<file path="src/rtl/ps2_key_cmd_if.sv">
// ps2_key_cmd_if
// Command stream from the key command block to the video pipeline controller.
// Transfer happens on a cycle where cmd_valid and cmd_ready are both high.
//   cmd_valid  producer -> consumer  head entry present
//   cmd_ready  consumer -> producer  head accepted this cycle
//   cmd_code   producer -> consumer  1 SET, 2 NEXT, 3 PREV, 4 BYPASS, 5 HOME, 0 when empty
//   cmd_arg    producer -> consumer  style index after command, or bypass flag for BYPASS
interface ps2_key_cmd_if;
    logic       cmd_valid;
    logic       cmd_ready;
    logic [2:0] cmd_code;
    logic [3:0] cmd_arg;

    modport master (
        output cmd_valid,
        output cmd_code,
        output cmd_arg,
        input  cmd_ready
    );

    modport slave (
        input  cmd_valid,
        input  cmd_code,
        input  cmd_arg,
        output cmd_ready
    );
endinterface

</file>
<file path="src/rtl/ps2_key_cmd.sv">
// ps2_key_cmd
// Turns released PS/2 scan codes into style-transfer commands. A registered decode
// stage is followed by a state-update stage that also writes the command into a
// first-word-fallthrough FIFO read through cmd_if.
//   clk         system clock
//   reset       asynchronous active-high reset
//   key_valid   one-cycle tick, key_code holds a released scan code
//   key_code    scan code
//   cmd_if      command stream (master side)
//   style_idx   current style index, 0..NUM_STYLES-1
//   bypass      current bypass flag
//   fifo_count  entries held in the command FIFO
//   overflow    sticky, a command was dropped on a full FIFO
module ps2_key_cmd #(
    parameter int NUM_STYLES = 10,
    parameter int FIFO_DEPTH = 4
) (
    input  logic                 clk,
    input  logic                 reset,
    input  logic                 key_valid,
    input  logic [7:0]           key_code,
    ps2_key_cmd_if.master        cmd_if,
    output logic [3:0]           style_idx,
    output logic                 bypass,
    output logic [4:0]           fifo_count,
    output logic                 overflow
);

    localparam int PTR_W = (FIFO_DEPTH > 1) ? $clog2(FIFO_DEPTH) : 1;

    localparam logic [2:0] CMD_NONE   = 3'd0;
    localparam logic [2:0] CMD_SET    = 3'd1;
    localparam logic [2:0] CMD_NEXT   = 3'd2;
    localparam logic [2:0] CMD_PREV   = 3'd3;
    localparam logic [2:0] CMD_BYPASS = 3'd4;
    localparam logic [2:0] CMD_HOME   = 3'd5;

    localparam logic [3:0] MAX_IDX   = 4'(NUM_STYLES - 1);
    localparam logic [4:0] NUM_STY_W = 5'(NUM_STYLES);
    localparam logic [4:0] DEPTH_W   = 5'(FIFO_DEPTH);

    // decode stage
    logic       dec_valid_d, dec_valid_q;
    logic [2:0] dec_cmd_d,   dec_cmd_q;
    logic [3:0] dec_digit_d, dec_digit_q;
    logic       digit_hit;

    // state stage
    logic [3:0] style_d,  style_q;
    logic       bypass_d, bypass_q;
    logic [3:0] push_arg;
    logic       push;

    // command FIFO, entry = {code, arg}
    logic [6:0]       mem_d [FIFO_DEPTH];
    logic [6:0]       mem_q [FIFO_DEPTH];
    logic [PTR_W-1:0] wr_ptr_d, wr_ptr_q;
    logic [PTR_W-1:0] rd_ptr_d, rd_ptr_q;
    logic [4:0]       count_d,  count_q;
    logic             overflow_d, overflow_q;
    logic             empty, full, pop, push_ok;
    logic [6:0]       head;

    //------------------------------------------------------------------
    // Decode
    //------------------------------------------------------------------
    always_comb begin
        dec_valid_d = 1'b0;
        dec_cmd_d   = CMD_NONE;
        dec_digit_d = 4'd0;
        digit_hit   = 1'b0;
        if (key_valid) begin
            case (key_code)
                8'h45: begin digit_hit = 1'b1; dec_digit_d = 4'd0; end
                8'h16: begin digit_hit = 1'b1; dec_digit_d = 4'd1; end
                8'h1E: begin digit_hit = 1'b1; dec_digit_d = 4'd2; end
                8'h26: begin digit_hit = 1'b1; dec_digit_d = 4'd3; end
                8'h25: begin digit_hit = 1'b1; dec_digit_d = 4'd4; end
                8'h2E: begin digit_hit = 1'b1; dec_digit_d = 4'd5; end
                8'h36: begin digit_hit = 1'b1; dec_digit_d = 4'd6; end
                8'h3D: begin digit_hit = 1'b1; dec_digit_d = 4'd7; end
                8'h3E: begin digit_hit = 1'b1; dec_digit_d = 4'd8; end
                8'h46: begin digit_hit = 1'b1; dec_digit_d = 4'd9; end
                8'h31: begin dec_valid_d = 1'b1; dec_cmd_d = CMD_NEXT;   end
                8'h4D: begin dec_valid_d = 1'b1; dec_cmd_d = CMD_PREV;   end
                8'h29: begin dec_valid_d = 1'b1; dec_cmd_d = CMD_BYPASS; end
                8'h2D: begin dec_valid_d = 1'b1; dec_cmd_d = CMD_HOME;   end
                default: ;
            endcase
            // Digits naming a style that does not exist are dropped here, so
            // they never reach the state stage or the FIFO.
            if (digit_hit) begin
                if ({1'b0, dec_digit_d} < NUM_STY_W) begin
                    dec_valid_d = 1'b1;
                    dec_cmd_d   = CMD_SET;
                end else begin
                    dec_digit_d = 4'd0;
                end
            end
        end
    end

    //------------------------------------------------------------------
    // State update and FIFO entry
    //------------------------------------------------------------------
    always_comb begin
        style_d  = style_q;
        bypass_d = bypass_q;
        push     = dec_valid_q;
        if (dec_valid_q) begin
            case (dec_cmd_q)
                CMD_SET:    style_d = dec_digit_q;
                CMD_NEXT:   style_d = (style_q == MAX_IDX) ? 4'd0 : style_q + 4'd1;
                CMD_PREV:   style_d = (style_q == 4'd0) ? MAX_IDX : style_q - 4'd1;
                CMD_BYPASS: bypass_d = ~bypass_q;
                CMD_HOME: begin
                    style_d  = 4'd0;
                    bypass_d = 1'b0;
                end
                default: ;
            endcase
        end
        push_arg = (dec_cmd_q == CMD_BYPASS) ? {3'b000, bypass_d} : style_d;
    end

    //------------------------------------------------------------------
    // FIFO control
    //------------------------------------------------------------------
    always_comb begin
        empty   = (count_q == 5'd0);
        full    = (count_q == DEPTH_W);
        head    = mem_q[rd_ptr_q];
        pop     = !empty && cmd_if.cmd_ready;
        // A pop in the same cycle frees the slot, so a full FIFO still accepts.
        push_ok = push && (!full || pop);

        mem_d      = mem_q;
        wr_ptr_d   = wr_ptr_q;
        rd_ptr_d   = rd_ptr_q;
        count_d    = count_q;
        overflow_d = overflow_q || (push && !push_ok);

        if (push_ok) begin
            mem_d[wr_ptr_q] = {dec_cmd_q, push_arg};
            wr_ptr_d        = wr_ptr_q + PTR_W'(1);
        end
        if (pop) begin
            rd_ptr_d = rd_ptr_q + PTR_W'(1);
        end
        case ({push_ok, pop})
            2'b10:   count_d = count_q + 5'd1;
            2'b01:   count_d = count_q - 5'd1;
            default: count_d = count_q;
        endcase
    end

    //------------------------------------------------------------------
    // Registers
    //------------------------------------------------------------------
    always_ff @(posedge clk or posedge reset) begin
        if (reset) begin
            dec_valid_q <= 1'b0;
            dec_cmd_q   <= CMD_NONE;
            dec_digit_q <= 4'd0;
            style_q     <= 4'd0;
            bypass_q    <= 1'b0;
            wr_ptr_q    <= '0;
            rd_ptr_q    <= '0;
            count_q     <= 5'd0;
            overflow_q  <= 1'b0;
            for (int i = 0; i < FIFO_DEPTH; i++) begin
                mem_q[i] <= 7'd0;
            end
        end else begin
            dec_valid_q <= dec_valid_d;
            dec_cmd_q   <= dec_cmd_d;
            dec_digit_q <= dec_digit_d;
            style_q     <= style_d;
            bypass_q    <= bypass_d;
            wr_ptr_q    <= wr_ptr_d;
            rd_ptr_q    <= rd_ptr_d;
            count_q     <= count_d;
            overflow_q  <= overflow_d;
            mem_q       <= mem_d;
        end
    end

    //------------------------------------------------------------------
    // Outputs, all from registered state
    //------------------------------------------------------------------
    assign cmd_if.cmd_valid = !empty;
    assign cmd_if.cmd_code  = empty ? 3'd0 : head[6:4];
    assign cmd_if.cmd_arg   = empty ? 4'd0 : head[3:0];
    assign style_idx        = style_q;
    assign bypass           = bypass_q;
    assign fifo_count       = count_q;
    assign overflow         = overflow_q;

endmodule
</file>
<file path="src/flat_wrapper.sv">
// flat-port wrapper written by rule: the top's interface ports become plain ports
module ps2_key_cmd_flat 
#(
    parameter int NUM_STYLES = 10,
    parameter int FIFO_DEPTH = 4
)
  (clk, reset, key_valid, key_code, style_idx, bypass, fifo_count, overflow, cmd_if_cmd_valid, cmd_if_cmd_code, cmd_if_cmd_arg, cmd_if_cmd_ready);
  ps2_key_cmd_if cmd_if_i ();
  input  logic clk;
  input  logic reset;
  input  logic key_valid;
  input  logic [7:0] key_code;
  output logic [3:0] style_idx;
  output logic bypass;
  output logic [4:0] fifo_count;
  output logic overflow;
  output wire logic [$bits(cmd_if_i.cmd_valid)-1:0] cmd_if_cmd_valid;
  output wire logic [$bits(cmd_if_i.cmd_code)-1:0] cmd_if_cmd_code;
  output wire logic [$bits(cmd_if_i.cmd_arg)-1:0] cmd_if_cmd_arg;
  input wire logic [$bits(cmd_if_i.cmd_ready)-1:0] cmd_if_cmd_ready;
  assign cmd_if_cmd_valid = cmd_if_i.cmd_valid;
  assign cmd_if_cmd_code = cmd_if_i.cmd_code;
  assign cmd_if_cmd_arg = cmd_if_i.cmd_arg;
  assign cmd_if_i.cmd_ready = cmd_if_cmd_ready;
  ps2_key_cmd #(.NUM_STYLES(NUM_STYLES), .FIFO_DEPTH(FIFO_DEPTH)) u_core (.clk(clk), .reset(reset), .key_valid(key_valid), .key_code(key_code), .cmd_if(cmd_if_i), .style_idx(style_idx), .bypass(bypass), .fifo_count(fifo_count), .overflow(overflow));
endmodule
</file>
<file path="config.mk">
export PLATFORM = sky130hd
export DESIGN_NAME = ps2_key_cmd_flat
export DESIGN_NICKNAME = d
export VERILOG_FILES = /design/src/rtl/ps2_key_cmd_if.sv /design/src/rtl/ps2_key_cmd.sv /design/src/flat_wrapper.sv
export SDC_FILE = /design/constraint.sdc
export NUM_CORES = 1
export LEC_CHECK = 0
export BUFFER_PORTS_ARGS = -buffer_cell sky130_fd_sc_hd__buf_2
export CAP_MARGIN = 0
export CORE_MARGIN = 5
export CORE_UTILIZATION = 30
export CTS_BUF_LIST = sky130_fd_sc_hd__clkbuf_2
export DETAILED_ROUTE_END_ITERATION = 7
export PLACE_DENSITY = 0.46
export SLEW_MARGIN = 25
export SYNTH_ARGS = -nofsm -noshare
export SYNTH_HDL_FRONTEND = slang
export SYNTH_SLANG_ARGS = --single-unit
</file>
<file path="constraint.sdc">
create_clock -name clk -period 3.7 [get_ports clk]
set_clock_uncertainty 0.1 [all_clocks]
set_input_delay 0.37 -clock clk [delete_from_list [all_inputs] [get_ports clk]]
set_output_delay 0.37 -clock clk [all_outputs]
set_load 0.01 [all_outputs]
</file>
==> metrics.cfg <==
[detailed_routing]
drc=0
wl_mm=6.45
via_per_inst=4.80
drt_iter0_markers=63
dr.pass1.iters=4
wl_per_cell_um=15.3
vias=2024
drt.antenna.violating_nets=0

[sta]
slew_viol_final=0
period_minus_slack_ns=3.03
hold_viol=0
setup_viol_count_final=0
rsz0062_at_grt=false
fmax_mhz=330
timing.final.crit_share=0.819
max_slew.worst_pin.slew_ns=0.831
slew_headroom=0.445
setup_tns_ns=0

[global_routing]
grt_pass1_wl_mm=10.9
grt_pass1_vias=2140
grtUsageMet3=0.0223
grt_busiest_layer=met2
grt_use_met2=0.184
grt-ovfl-total=0
grtUsageMet1=0.163
grt_usage=0.116
antenna_found_initial=0
grt_max_degree=48

[placement]
globalplace.congestion=0.793
io_buffers=30
dpl_cell_area_um2=3220
dp_hpwl_mm=4.58

[cts]
path_clk_slew_ns=0.23
htreeDepth=2
clock_latency_ns=0.40
clkSinkCount=51
numCtsBuffers=5
clockRootBuffer=clkbuf_2
cts_tree=done
cts_buffer_depth=2

[synth]
yosysSeqAreaShare=0.428
synth_compound_area_frac=0.131
ys_warn_count=0
synth_xor_area_frac=0.0323
synth_simple_gate_area_frac=0.188
synth_nets=286
synth_ff_type=dfrtp_1
synth_edf_count=0
ys_async_sr_fraction=1.00
syn_area_um2=2980
syn_inst=262
yosys-mux-area-fraction=0.129
ys_ff_latch=51
avgSynthCellArea_um2=11.4
synthAdderAreaFrac=0.0529
yosysUniqueCellTypes=60
synth_top_family_by_area=simple AND/OR/NAND/NOR gates

[power_and_ir_drop]
p_sw_uw=468
ir_worst_vdd_mv=0.332
power.density_nw_per_um2=425
p_comb_frac=0.276
p_leak_uw=0.00152
p_int_uw=930
p_seq_frac=0.521
clkPwrFrac=0.203
p_sw_frac=0.335

[floorplanning]
fp.dieArea_um2=12000
coreArea_um2=9730
die_w_um=110
start_util=0.306
die_h_um=110
ios=31
row_count=36

[final_layout]
fin_nets=313
area_growth_syn_to_layout_pct=10.4
final_layout_size_suffix_gt1_frac=0.273
final_common_cell=dfrtp_1
mostFrequentLayoutCells=51 x dfrtp_1, 30 x buf_2, 16 x nor2_1
diodes=0
final_cell_area_um2=3290

[run]
maxCapViolCount=0

[critical_path]
r2r-start=u_core.fifo_count[0]
cp-end-kind=flip-flop
worstSetupPathType=flip-flop to flip-flop
cp.arrival_ns=3.26
worstSetupStartpointType=flip-flop
r2r_end=u_core.fifo_count[4]
startpoint=u_core.fifo_count[0]
r2r_cells=10
worstPathRequired_ns=3.93
crit_fanout=9
rrSetupSlack_ns=0.67

[outcome]
status=complete, no violations

[worst_hold_path]
hold_path_end=u_core.dec_digit_q[0]
hold_start=key_valid
hp-class=input pin to flip-flop
hold_depth=2

-- cell usage after synthesis (2+ instances only) --
cell / count / area share
mux2_2: 14 / 0.053
ha_1: 11 / 0.046
nand2b_1: 12 / 0.025
clkbuf_1: 2 / 0.0025
buf_6: 4 / 0.015
inv_1: 8 / 0.010
nor4b_1: 2 / 0.0059
a2111oi_0: 2 / 0.0059
mux2_1: 4 / 0.015
a21o_1: 2 / 0.0050
nand3b_1: 3 / 0.0076
nand3_1: 6 / 0.010
xnor2_1: 5 / 0.015
o21ai_1: 4 / 0.0067
a21boi_0: 3 / 0.0076
nand2_1: 13 / 0.016
nor3b_1: 3 / 0.0076
nor2b_1: 5 / 0.010
nand3_2: 4 / 0.013
a21oi_2: 2 / 0.0059
a211oi_1: 4 / 0.010
o21ai_0: 3 / 0.0050
and2_1: 11 / 0.023
a22o_1: 8 / 0.024
dfrtp_1: 51 / 0.43
buf_2: 5 / 0.0084
nor2_1: 16 / 0.020
xor2_1: 6 / 0.018
a21oi_1: 10 / 0.017
o21bai_1: 2 / 0.0050
mux4_2: 7 / 0.053
o22ai_1: 2 / 0.0042
-- metal layers --
metal,wire length [um],up-vias
met1,3240,999
met5,0,-
met3,229,5
met4,51,0
met2,2940,30
li1,-,990
-- cells by family after synthesis --
kind of cell,after synthesis
multiplexers,27
XOR/XNOR,11
adder cells (fa/ha/maj),12
buffers and inverters,20
AND/OR/NAND/NOR,90
flip-flops,51
AO/OA/AOI/OAI,51
-- through the flow --
stage          utilization  cells  worst slack, ns  hold WS, ns  total power, uW
2_1_floorplan            -    262            0.923        0.350             1010
3_3_place_gp         0.331    414            0.724        0.371             1120
3_5_place_dp         0.331    414            0.652        0.375             1140
4_1_cts              0.337    421            0.629       0.0602             1430
5_1_grt              0.338    422            0.463       0.0279             1490
6_report             0.338    422            0.668        0.118             1400
-- worst max-delay path by stage --
stage / end / slack, ns / cells past startpoint
after global routing: u_core.fifo_count[4] / 0.46 / 10
after CTS: u_core.fifo_count[4] / 0.63 / 10
after floorplan: u_core.fifo_count[4] / 0.92 / 10
after detailed placement: u_core.fifo_count[4] / 0.65 / 10
after global placement: u_core.fifo_count[4] / 0.72 / 10
final: u_core.fifo_count[4] / 0.67 / 10
-- sequential cells by signal, indices dropped and copies added (netlist names) --
signal and cells:
u_core.overflow 1, u_core.dec_cmd_q 3, u_core.style_idx 4, u_core.rd_ptr_q 2, u_core.mem_q 28, u_core.wr_ptr_q 2, u_core.bypass 1, u_core.dec_digit_q 4
u_core.fifo_count 5, u_core.dec_valid_q 1
-- cell type report --
type / instances / area [um^2]
Multi-Input combinational cell: 191 / 1590
Clock inverter: 1 / 30.0
Clock buffer: 6 / 30.0
Inverter: 8 / 31.3
Sequential cell: 51 / 1280
Fill cell: 1033 / 6440
Timing Repair Buffer: 32 / 168
Tap cell: 133 / 166
-- power groups by stage --
| stage | clock [uW] | sequential (uW) | combinational (uW) |
|---|---|---|---|
| final | 284 | 729 | 385 |
| after global routing | 325 | 740 | 427 |
| after CTS | 305 | 733 | 394 |
| after detailed placement | 0 | 743 | 393 |
| after global placement | 0 | 739 | 384 |
| after floorplan | 0 | 692 | 316 |
-- critical path, cell delays in order (launching register included) --
cell      delay (ns)
dfrtp_1         0.50
nor4_1          0.36
nand2b_1        0.29
and2_1          0.28
ha_1            0.28
fa_1            0.43
a21o_1          0.19
a21oi_1         0.17
xor2_1          0.15
nor2_1          0.06
xor2_1          0.14
-- repair_timing --
item / CTS / global route
hold buffers: 0 / 1
resized for setup: 0 / 0
buffers inserted: 0 / 0
endpoints found under the hold margin: 0 / 46
Note: power is estimated with default switching activity, not from simulation.
